$ cat config.mk
export PLATFORM = sky130hd
export DESIGN_NAME = zeroriscy_prefetch_buf_flat
export DESIGN_NICKNAME = d
export VERILOG_FILES = /design/src/rtl/zeroriscy_prefetch_buf_if.sv /design/src/rtl/zeroriscy_prefetch_buf.sv /design/src/flat_wrapper.sv
export SDC_FILE = /design/constraint.sdc
export NUM_CORES = 1
export LEC_CHECK = 0
export CAP_MARGIN = 10
export CORE_AREA = 2 2 208 210
export DETAILED_ROUTE_END_ITERATION = 6
export DIE_AREA = 0 0 210 212
export SLEW_MARGIN = 20
export SYNTH_ARGS = -nofsm -noshare
export SYNTH_HDL_FRONTEND = slang
export SYNTH_SLANG_ARGS = --single-unit
$ cat constraint.sdc
create_clock -name clk -period 3.65 [get_ports clk]
set_input_delay 0.365 -clock clk [delete_from_list [all_inputs] [get_ports clk]]
set_output_delay 0.365 -clock clk [all_outputs]
set_load 0.05 [all_outputs]
$ cat src/rtl/zeroriscy_prefetch_buf_if.sv
// ---------------------------------------------------------------------------
// zeroriscy_prefetch_buf_if
//
// Groups the two handshakes of the prefetch buffer into one bundle:
//   memory side : instr_req / instr_addr / instr_gnt    (request/grant)
//                 instr_rvalid / instr_rdata / instr_err (in-order response)
//   core side   : fetch_valid / fetch_ready             (valid/ready pop)
//                 fetch_rdata / fetch_addr / fetch_err  (head entry payload)
//
// Modports:
//   master - the prefetch buffer (issues memory requests, offers fetch words)
//   slave  - the environment (memory plus core) seen from the other side
// ---------------------------------------------------------------------------
interface zeroriscy_prefetch_buf_if;

  logic        instr_req;
  logic [31:0] instr_addr;
  logic        instr_gnt;
  logic        instr_rvalid;
  logic [31:0] instr_rdata;
  logic        instr_err;

  logic        fetch_valid;
  logic        fetch_ready;
  logic [31:0] fetch_rdata;
  logic [31:0] fetch_addr;
  logic        fetch_err;

  modport master (
    output instr_req, instr_addr,
    input  instr_gnt, instr_rvalid, instr_rdata, instr_err,
    output fetch_valid, fetch_rdata, fetch_addr, fetch_err,
    input  fetch_ready
  );

  modport slave (
    input  instr_req, instr_addr,
    output instr_gnt, instr_rvalid, instr_rdata, instr_err,
    input  fetch_valid, fetch_rdata, fetch_addr, fetch_err,
    output fetch_ready
  );

endinterface

$ cat src/rtl/zeroriscy_prefetch_buf.sv
// ---------------------------------------------------------------------------
// zeroriscy_prefetch_buf
//
// Instruction prefetch buffer. Issues sequential word fetches to an
// in-order memory, stores the returned words in a small FIFO and hands
// them to the core. A branch flushes the FIFO and any responses still in
// flight are dropped as they arrive.
//
// Parameters:
//   DEPTH   - FIFO entries (power of two, 2..16)
//   MAX_OUT - maximum memory requests in flight (1..DEPTH)
//
// Ports:
//   clk         - clock, everything on the rising edge
//   rst         - synchronous active-high reset
//   boot_addr   - fetch start address, loaded while rst=1
//   fetch_en    - allows new memory requests
//   branch      - one-cycle redirect strobe
//   branch_addr - redirect target
//   bus         - memory request/response and core fetch handshakes
// ---------------------------------------------------------------------------
module zeroriscy_prefetch_buf #(
  parameter int DEPTH   = 4,
  parameter int MAX_OUT = 2
) (
  input  logic        clk,
  input  logic        rst,
  input  logic [31:0] boot_addr,
  input  logic        fetch_en,
  input  logic        branch,
  input  logic [31:0] branch_addr,
  zeroriscy_prefetch_buf_if.master bus
);

  localparam int PW = $clog2(DEPTH);
  localparam int CW = $clog2(DEPTH + 1);
  localparam int AW = (MAX_OUT > 1) ? $clog2(MAX_OUT) : 1;

  localparam logic [CW-1:0] DEPTH_C   = CW'(DEPTH);
  localparam logic [CW-1:0] MAX_OUT_C = CW'(MAX_OUT);
  localparam logic [AW-1:0] AQ_LAST   = AW'(MAX_OUT - 1);

  logic [31:0]   fetch_pc;
  logic          req_held;
  logic          redirect_pending;
  logic [31:0]   redirect_target;
  logic [CW-1:0] outstanding;
  logic [CW-1:0] outstanding_d;
  logic [CW-1:0] discard_cnt;
  logic [CW-1:0] discard_d;

  logic [31:0]   fifo_data [DEPTH];
  logic [31:0]   fifo_addr [DEPTH];
  logic          fifo_err  [DEPTH];
  logic [PW-1:0] fifo_rptr;
  logic [PW-1:0] fifo_wptr;
  logic [CW-1:0] fifo_count;
  logic [CW-1:0] fifo_count_d;

  logic [31:0]   aq_addr [MAX_OUT];
  logic [AW-1:0] aq_rptr;
  logic [AW-1:0] aq_wptr;

  logic          new_req;
  logic          req;
  logic          grant;
  logic          rsp;
  logic          drop;
  logic          push;
  logic          pop;
  logic          hold_branch;
  logic          redirect_grant;
  logic          valid;
  logic [CW:0]   occupancy;

  function automatic logic [AW-1:0] aq_next(input logic [AW-1:0] p);
    return (p == AQ_LAST) ? '0 : p + AW'(1);
  endfunction

  // Every granted request eventually lands in the FIFO, so FIFO words plus
  // requests in flight must never exceed the FIFO size.
  assign occupancy = {1'b0, fifo_count} + {1'b0, outstanding};

  // A fresh request is only started when nothing is being held; once a
  // request is up it stays up with a stable address until it is granted.
  assign new_req = fetch_en & ~branch & ~redirect_pending & ~req_held &
                   (outstanding < MAX_OUT_C) & (occupancy < {1'b0, DEPTH_C});
  assign req     = ~rst & (req_held | new_req);
  assign grant   = req & bus.instr_gnt;

  assign rsp  = bus.instr_rvalid;
  assign drop = rsp & (discard_cnt != '0);

  // A branch that lands on a held request cannot move the address yet; the
  // target is parked until that request is granted.
  assign hold_branch    = branch & req_held & ~bus.instr_gnt;
  assign redirect_grant = grant & redirect_pending & ~branch;

  // Branch wins over both FIFO ports in its cycle.
  assign valid = ~rst & (fifo_count != '0);
  assign push  = rsp & ~drop & ~branch;
  assign pop   = valid & bus.fetch_ready & ~branch;

  assign bus.instr_req   = req;
  assign bus.instr_addr  = fetch_pc;
  assign bus.fetch_valid = valid;
  assign bus.fetch_rdata = valid ? fifo_data[fifo_rptr] : '0;
  assign bus.fetch_addr  = valid ? fifo_addr[fifo_rptr] : '0;
  assign bus.fetch_err   = valid ? fifo_err[fifo_rptr]  : 1'b0;

  // In-flight count: up on a grant, down on a response, unchanged on both.
  always_comb begin
    outstanding_d = outstanding;
    if (grant && !rsp) begin
      outstanding_d = outstanding + CW'(1);
    end else if (!grant && rsp) begin
      outstanding_d = outstanding - CW'(1);
    end
  end

  // After a branch every request in flight (including one granted in the
  // branch cycle) is stale, which is exactly next cycle's in-flight count.
  // Later, the parked request's grant adds one more stale response.
  always_comb begin
    discard_d = discard_cnt;
    if (branch) begin
      discard_d = outstanding_d;
    end else if (redirect_grant && !drop) begin
      discard_d = discard_cnt + CW'(1);
    end else if (!redirect_grant && drop) begin
      discard_d = discard_cnt - CW'(1);
    end
  end

  // FIFO occupancy; a branch empties it regardless of push or pop.
  always_comb begin
    fifo_count_d = fifo_count;
    if (branch) begin
      fifo_count_d = '0;
    end else if (push && !pop) begin
      fifo_count_d = fifo_count + CW'(1);
    end else if (pop && !push) begin
      fifo_count_d = fifo_count - CW'(1);
    end
  end

  // Control state: fetch address, held request, redirect bookkeeping,
  // counters and pointers.
  always_ff @(posedge clk) begin
    if (rst) begin
      fetch_pc         <= boot_addr & 32'hFFFF_FFFC;
      req_held         <= 1'b0;
      redirect_pending <= 1'b0;
      redirect_target  <= '0;
      outstanding      <= '0;
      discard_cnt      <= '0;
      fifo_count       <= '0;
      fifo_rptr        <= '0;
      fifo_wptr        <= '0;
      aq_rptr          <= '0;
      aq_wptr          <= '0;
    end else begin
      outstanding <= outstanding_d;
      discard_cnt <= discard_d;
      fifo_count  <= fifo_count_d;
      req_held    <= req & ~bus.instr_gnt;

      if (branch && !hold_branch) begin
        fetch_pc <= branch_addr & 32'hFFFF_FFFC;
      end else if (redirect_grant) begin
        fetch_pc <= redirect_target;
      end else if (grant && !branch) begin
        fetch_pc <= fetch_pc + 32'd4;
      end

      if (hold_branch) begin
        redirect_pending <= 1'b1;
        redirect_target  <= branch_addr & 32'hFFFF_FFFC;
      end else if (branch || redirect_grant) begin
        redirect_pending <= 1'b0;
      end

      if (branch) begin
        fifo_rptr <= '0;
        fifo_wptr <= '0;
      end else begin
        if (push) begin
          fifo_wptr <= fifo_wptr + PW'(1);
        end
        if (pop) begin
          fifo_rptr <= fifo_rptr + PW'(1);
        end
      end

      if (grant) begin
        aq_wptr <= aq_next(aq_wptr);
      end
      if (rsp) begin
        aq_rptr <= aq_next(aq_rptr);
      end
    end
  end

  // Storage arrays: the address queue remembers each granted address so a
  // response (which carries only data) can be tagged with where it came from.
  always_ff @(posedge clk) begin
    if (push) begin
      fifo_data[fifo_wptr] <= bus.instr_rdata;
      fifo_addr[fifo_wptr] <= aq_addr[aq_rptr];
      fifo_err[fifo_wptr]  <= bus.instr_err;
    end
    if (grant) begin
      aq_addr[aq_wptr] <= fetch_pc;
    end
  end

endmodule

$ cat src/flat_wrapper.sv
// flat-port wrapper written by rule: the top's interface ports become plain ports
module zeroriscy_prefetch_buf_flat 
#(
  parameter int DEPTH   = 4,
  parameter int MAX_OUT = 2
)
  (clk, rst, boot_addr, fetch_en, branch, branch_addr, bus_instr_req, bus_instr_addr, bus_instr_gnt, bus_instr_rvalid, bus_instr_rdata, bus_instr_err, bus_fetch_valid, bus_fetch_rdata, bus_fetch_addr, bus_fetch_err, bus_fetch_ready);
  zeroriscy_prefetch_buf_if bus_i ();
  input  logic clk;
  input  logic rst;
  input  logic [31:0] boot_addr;
  input  logic fetch_en;
  input  logic branch;
  input  logic [31:0] branch_addr;
  output wire logic [$bits(bus_i.instr_req)-1:0] bus_instr_req;
  output wire logic [$bits(bus_i.instr_addr)-1:0] bus_instr_addr;
  input wire logic [$bits(bus_i.instr_gnt)-1:0] bus_instr_gnt;
  input wire logic [$bits(bus_i.instr_rvalid)-1:0] bus_instr_rvalid;
  input wire logic [$bits(bus_i.instr_rdata)-1:0] bus_instr_rdata;
  input wire logic [$bits(bus_i.instr_err)-1:0] bus_instr_err;
  output wire logic [$bits(bus_i.fetch_valid)-1:0] bus_fetch_valid;
  output wire logic [$bits(bus_i.fetch_rdata)-1:0] bus_fetch_rdata;
  output wire logic [$bits(bus_i.fetch_addr)-1:0] bus_fetch_addr;
  output wire logic [$bits(bus_i.fetch_err)-1:0] bus_fetch_err;
  input wire logic [$bits(bus_i.fetch_ready)-1:0] bus_fetch_ready;
  assign bus_instr_req = bus_i.instr_req;
  assign bus_instr_addr = bus_i.instr_addr;
  assign bus_i.instr_gnt = bus_instr_gnt;
  assign bus_i.instr_rvalid = bus_instr_rvalid;
  assign bus_i.instr_rdata = bus_instr_rdata;
  assign bus_i.instr_err = bus_instr_err;
  assign bus_fetch_valid = bus_i.fetch_valid;
  assign bus_fetch_rdata = bus_i.fetch_rdata;
  assign bus_fetch_addr = bus_i.fetch_addr;
  assign bus_fetch_err = bus_i.fetch_err;
  assign bus_i.fetch_ready = bus_fetch_ready;
  zeroriscy_prefetch_buf #(.DEPTH(DEPTH), .MAX_OUT(MAX_OUT)) u_core (.clk(clk), .rst(rst), .boot_addr(boot_addr), .fetch_en(fetch_en), .branch(branch), .branch_addr(branch_addr), .bus(bus_i));
endmodule
==> run summary <==
TIMING
------------------------------------------------------------------------------------------
Worst Max-Slew Pin Slew .....................................................     808.5 ps
Max Slew Vio Count ..........................................................            0
Post-route clock skew .......................................................     21.86 ps
Post-route fraction of the period consumed by the critical path .............       0.9233
Unrepaired setup endpoints after global routing .............................           no
Number of failing setup endpoints in the final timing report ................            0
Period minus WS final .......................................................      3370 ps
Final hold violation count ..................................................            0
Worst slew slack as a fraction of its limit .................................       0.4581
Achievable clock frequency ..................................................   0.2967 GHz
Setup TNS Final .............................................................         0 ps

DIE
------------------------------------------------------------------------------------------
Standard-cell rows ..........................................................           76
Die height ..................................................................       212 um
Initial core utilization ....................................................       0.3929
Die span in x ...............................................................       210 um
Total die area .............................................................. 0.04452 mm^2
I/O pins ....................................................................          203
Core area ................................................................... 0.04251 mm^2

YOSYS
------------------------------------------------------------------------------------------
Dominant combinational cell family by area after synthesis .................. multiplexers
Post-Syn Instances ..........................................................         1063
Share of synthesized cell area in and, or, nand and nor gates ...............      0.09305
Xor-xnor portion of the synthesized cell area ...............................      0.01836
Post-synth cell types .......................................................           60
Fraction of synthesized area in multiplexers ................................       0.1123
Async SR Flop Fraction ......................................................            0
Warnings from Yosys .........................................................            0
EDFF count, synth ...........................................................          354
Synth Area in Adders ........................................................     0.009890
Register area share after synthesis .........................................       0.6989
Yosys reg bits ..............................................................          406
Ranking of synthesized cells by area ........................................ sky130_fd_sc_hd__edfxtp_1, sky130_fd_sc_hd__mux4_2, sky130_fd_sc_hd__dfxtp_1, sky130_fd_sc_hd__and3_1, sky130_fd_sc_hd__mux2_2
Net count after synthesis ...................................................         1179
Post-synthesis instance area ................................................ 0.01670 mm^2
Most used DFF post-synth .................................................... sky130_fd_sc_hd__edfxtp_1
Cell type contributing the most total cell area after synthesis ............. sky130_fd_sc_hd__edfxtp_1
Complex-gate fraction of the synthesized area ...............................      0.04990
Per-instance average area after synthesis ...................................   15.71 um^2
Top cell type's share of synthesized area ...................................       0.6365

CLOCK TREE
------------------------------------------------------------------------------------------
Hold buffers post-CTS .......................................................            0
Post-CTS Setup Inserts ......................................................            0
CTS tree ....................................................................         done
Maximum root-to-sink buffer count ...........................................            3
Buffer cell driving the clock tree root ..................................... sky130_fd_sc_hd__clkbuf_16
Clock edge transition at the registers on the reported setup and hold paths .        60 ps
Maximum level of the CTS H-tree .............................................            2
Insertion delay of the later-clocked pin in the worst-skew pair .............       560 ps
Number of buffers created by CTS ............................................           43
Number of clock sinks .......................................................          406
Resized Gates After CTS .....................................................            0

PLACEMENT
------------------------------------------------------------------------------------------
DP Area ..................................................................... 0.01943 mm^2
Final Wtd Congestion ........................................................       0.8009
# port buffers ..............................................................          198
Half-perimeter wire length of the detailed placement result .................     23430 um

ROUTE
------------------------------------------------------------------------------------------
Via count normalized by instance count ......................................        5.308
Remaining antenna violation count after routing .............................            0
Violation count after the first detailed-route iteration ....................          692
Detailed-route wire length per cell .........................................     20.63 um
Drc violations ..............................................................            0
Detailed Routing Iterations Pass 1 ..........................................            5
Overall routed net length ...................................................     38070 um
Overall via count from detail_route .........................................         9799

SETUP PATH
------------------------------------------------------------------------------------------
Count of buffer and inverter cells on the critical path .....................            2
Critical Path Start Type ....................................................    flip-flop
Arrival time of the worst setup path ........................................      3010 ps
Crit-path leading delay family .............................................. simple AND/OR/NAND/NOR gates
Critical Path, Cell by Cell ................................................. or3_2, buf_4, and3_1, clkdlybuf4s50_1
Sort of element at the end of the critical path .............................   output pin
Crit path largest cell delay ................................................       860 ps
Worst EP required ...........................................................      3280 ps
Crit path kind ..............................................................      reg2out
Top fanout value on the critical path .......................................           43
Slowest-stage cell, CP ...................................................... sky130_fd_sc_hd__or3_2

GRT
------------------------------------------------------------------------------------------
Maximum number of pins on one net before global-route repair ................           78
Global-route usage over all layers ..........................................       0.1746
Remaining global-route overflow .............................................            0
Antenna violations before repair ............................................            3
Wire length of the first global-routing pass ................................     59060 um
Vias in the first global route ..............................................         9920

PWR
------------------------------------------------------------------------------------------
PD cells .................................................................... 513.7 mW/mm^2
Worst IR drop on VDD ........................................................    0.3209 mV
Total power consumption of the routed design ................................     10.68 mW
Static leakage power ........................................................     6.928 nW

FINAL LAYOUT
------------------------------------------------------------------------------------------
Final layout net count ......................................................         1382
Synthesis-to-layout area growth .............................................       24.55%
Final core area utilization .................................................       0.4893
Layout cell share with drive strength beyond 1 ..............................       0.1647
Cell area after layout ...................................................... 0.02080 mm^2
Total of fill cells in the finished design ..................................         3610

MIN PATH
------------------------------------------------------------------------------------------
Class of the tightest hold or removal check .................................       in2reg

OUTCOME
------------------------------------------------------------------------------------------
Result of the run ...........................................................    completed

FLOW RUN
------------------------------------------------------------------------------------------
Max-capacitance violation count .............................................            0

[path summary, 6_finish.rpt]
| path | startpoint | endpoint | slack, ps | cells past startpoint |
|---|---|---|---|---|
| min | rst | u_core.redirect_target[31] | 130 | 2 |
| max reg2reg | u_core.fifo_count[1] | u_core.fifo_count[2] | 830 | 8 |
| min reg2reg | u_core.redirect_target[19] | u_core.redirect_target[19] | 450 | 2 |
| max | u_core.fifo_count[1] | bus_fetch_addr[11] | 280 | 4 |
[placed cells by master (no fill, tap or decap), types with 4 or more instances in the layout]
cell type / synthesis / layout
sky130_fd_sc_hd__a21oi_1: 50 / 50
sky130_fd_sc_hd__a22oi_1: 7 / 7
sky130_fd_sc_hd__a31oi_1: 4 / 4
sky130_fd_sc_hd__and2_1: 10 / 6
sky130_fd_sc_hd__and2_2: 0 / 4
sky130_fd_sc_hd__and3_1: 84 / 84
sky130_fd_sc_hd__buf_12: 0 / 9
sky130_fd_sc_hd__buf_4: 0 / 19
sky130_fd_sc_hd__clkbuf_1: 47 / 8
sky130_fd_sc_hd__clkbuf_16: 0 / 45
sky130_fd_sc_hd__clkdlybuf4s50_1: 0 / 196
sky130_fd_sc_hd__clkinv_1: 0 / 6
sky130_fd_sc_hd__clkinv_2: 0 / 11
sky130_fd_sc_hd__dfxtp_1: 52 / 50
sky130_fd_sc_hd__edfxtp_1: 354 / 354
sky130_fd_sc_hd__ha_1: 10 / 10
sky130_fd_sc_hd__inv_1: 8 / 7
sky130_fd_sc_hd__mux2_2: 33 / 33
sky130_fd_sc_hd__mux2i_1: 4 / 4
sky130_fd_sc_hd__mux4_2: 65 / 65
sky130_fd_sc_hd__nand2_1: 95 / 94
sky130_fd_sc_hd__nand3_1: 14 / 14
sky130_fd_sc_hd__nand4_1: 12 / 12
sky130_fd_sc_hd__nor2_1: 40 / 39
sky130_fd_sc_hd__nor2b_1: 4 / 4
sky130_fd_sc_hd__nor3_1: 15 / 15
sky130_fd_sc_hd__o211ai_1: 5 / 5
sky130_fd_sc_hd__o21ai_0: 25 / 24
sky130_fd_sc_hd__o221ai_1: 8 / 8
sky130_fd_sc_hd__o22ai_1: 6 / 6
sky130_fd_sc_hd__xnor2_1: 13 / 13
sky130_fd_sc_hd__xor2_1: 22 / 22
[cells in the mapped netlist (8+ instances only)]
cell / instances
sky130_fd_sc_hd__nand2_1: 95
sky130_fd_sc_hd__nand4_1: 12
sky130_fd_sc_hd__dfxtp_1: 52
sky130_fd_sc_hd__ha_1: 10
sky130_fd_sc_hd__clkbuf_1: 47
sky130_fd_sc_hd__nor3_1: 15
sky130_fd_sc_hd__and2_1: 10
sky130_fd_sc_hd__buf_1: 10
sky130_fd_sc_hd__buf_2: 10
sky130_fd_sc_hd__o221ai_1: 8
sky130_fd_sc_hd__and3_1: 84
sky130_fd_sc_hd__nor2_1: 40
sky130_fd_sc_hd__xnor2_1: 13
sky130_fd_sc_hd__a21oi_1: 50
sky130_fd_sc_hd__mux4_2: 65
sky130_fd_sc_hd__xor2_1: 22
sky130_fd_sc_hd__o21ai_0: 25
sky130_fd_sc_hd__inv_1: 8
sky130_fd_sc_hd__nand3_1: 14
sky130_fd_sc_hd__mux2_2: 33
sky130_fd_sc_hd__edfxtp_1: 354
[stage by stage]
stage          setup WS [ps]  hold WS (ps)  std cells
2_1_floorplan         -165.3         433.2       1063
6_report               279.9         125.3       1846
3_5_place_dp           791.8         444.5       1767
3_3_place_gp           802.5         440.1       1767
5_1_grt                100.6         126.3       1845
4_1_cts                184.1         78.89       1845
[flip-flops by register name, indices dropped and copies added (netlist names), named ones only]
signal	flops
u_core.aq_addr	64
u_core.aq_rptr	1
u_core.aq_wptr	1
u_core.bus.instr_addr	32
u_core.discard_cnt	3
u_core.fifo_addr	128
u_core.fifo_count	3
u_core.fifo_data	128
u_core.fifo_err	4
u_core.fifo_rptr	2
u_core.fifo_wptr	2
u_core.outstanding	3
u_core.redirect_pending	1
u_core.redirect_target	30
u_core.req_held	1
[report_power, final]
part / total, mW / switching, mW / leakage (nW) / internal (mW)
logic: 1.10 / 0.661 / 2.60 / 0.439
registers: 5.35 / 0.128 / 3.66 / 5.22
clock network: 4.23 / 1.75 / 0.671 / 2.48
[final cells by class]
| type | count | area (um^2) | area share |
|---|---|---|---|
| flip-flops and latches | 406 | 11680 | 0.5614 |
| multi-input cells | 582 | 4750 | 0.2283 |
| repair buffers | 225 | 2290 | 0.1101 |
| clock buffers | 54 | 1170 | 0.05624 |
| well taps | 546 | 683.2 | 0.03284 |
| clock inverters | 24 | 198.9 | 0.009565 |
| inverters | 8 | 30.03 | 0.001444 |
| diodes | 1 | 2.502 | 0.0001203 |
[worst reg2reg max path, stage by stage, from the launching register on]
cell                      delay [ps]
sky130_fd_sc_hd__dfxtp_1         350
sky130_fd_sc_hd__or3_2           860
sky130_fd_sc_hd__nand3_1         300
sky130_fd_sc_hd__ha_1            210
sky130_fd_sc_hd__inv_1            60
sky130_fd_sc_hd__fa_1            370
sky130_fd_sc_hd__xor2_1          160
sky130_fd_sc_hd__or3_1           310
sky130_fd_sc_hd__a21oi_1         140
[per-layer routing]
layer,vias to the layer above,track usage,routed length (um)
li1,4550,-,-
met1,4832,0.2447,17330
met2,351,0.2684,17030
met3,64,0.04032,2639
met4,2,0.06261,1066
met5,-,0,13
[cell families after synthesis]
| kind of cell | count (synthesis) |
|---|---|
| AOI/OAI and AO/OA | 133 |
| xor gates and xnor gates | 35 |
| adders and majority gates | 12 |
| buffers and inverters | 75 |
| DFF | 406 |
| muxes | 102 |
| and+or+nand+nor | 300 |
(Power assumes the default switching activity.)
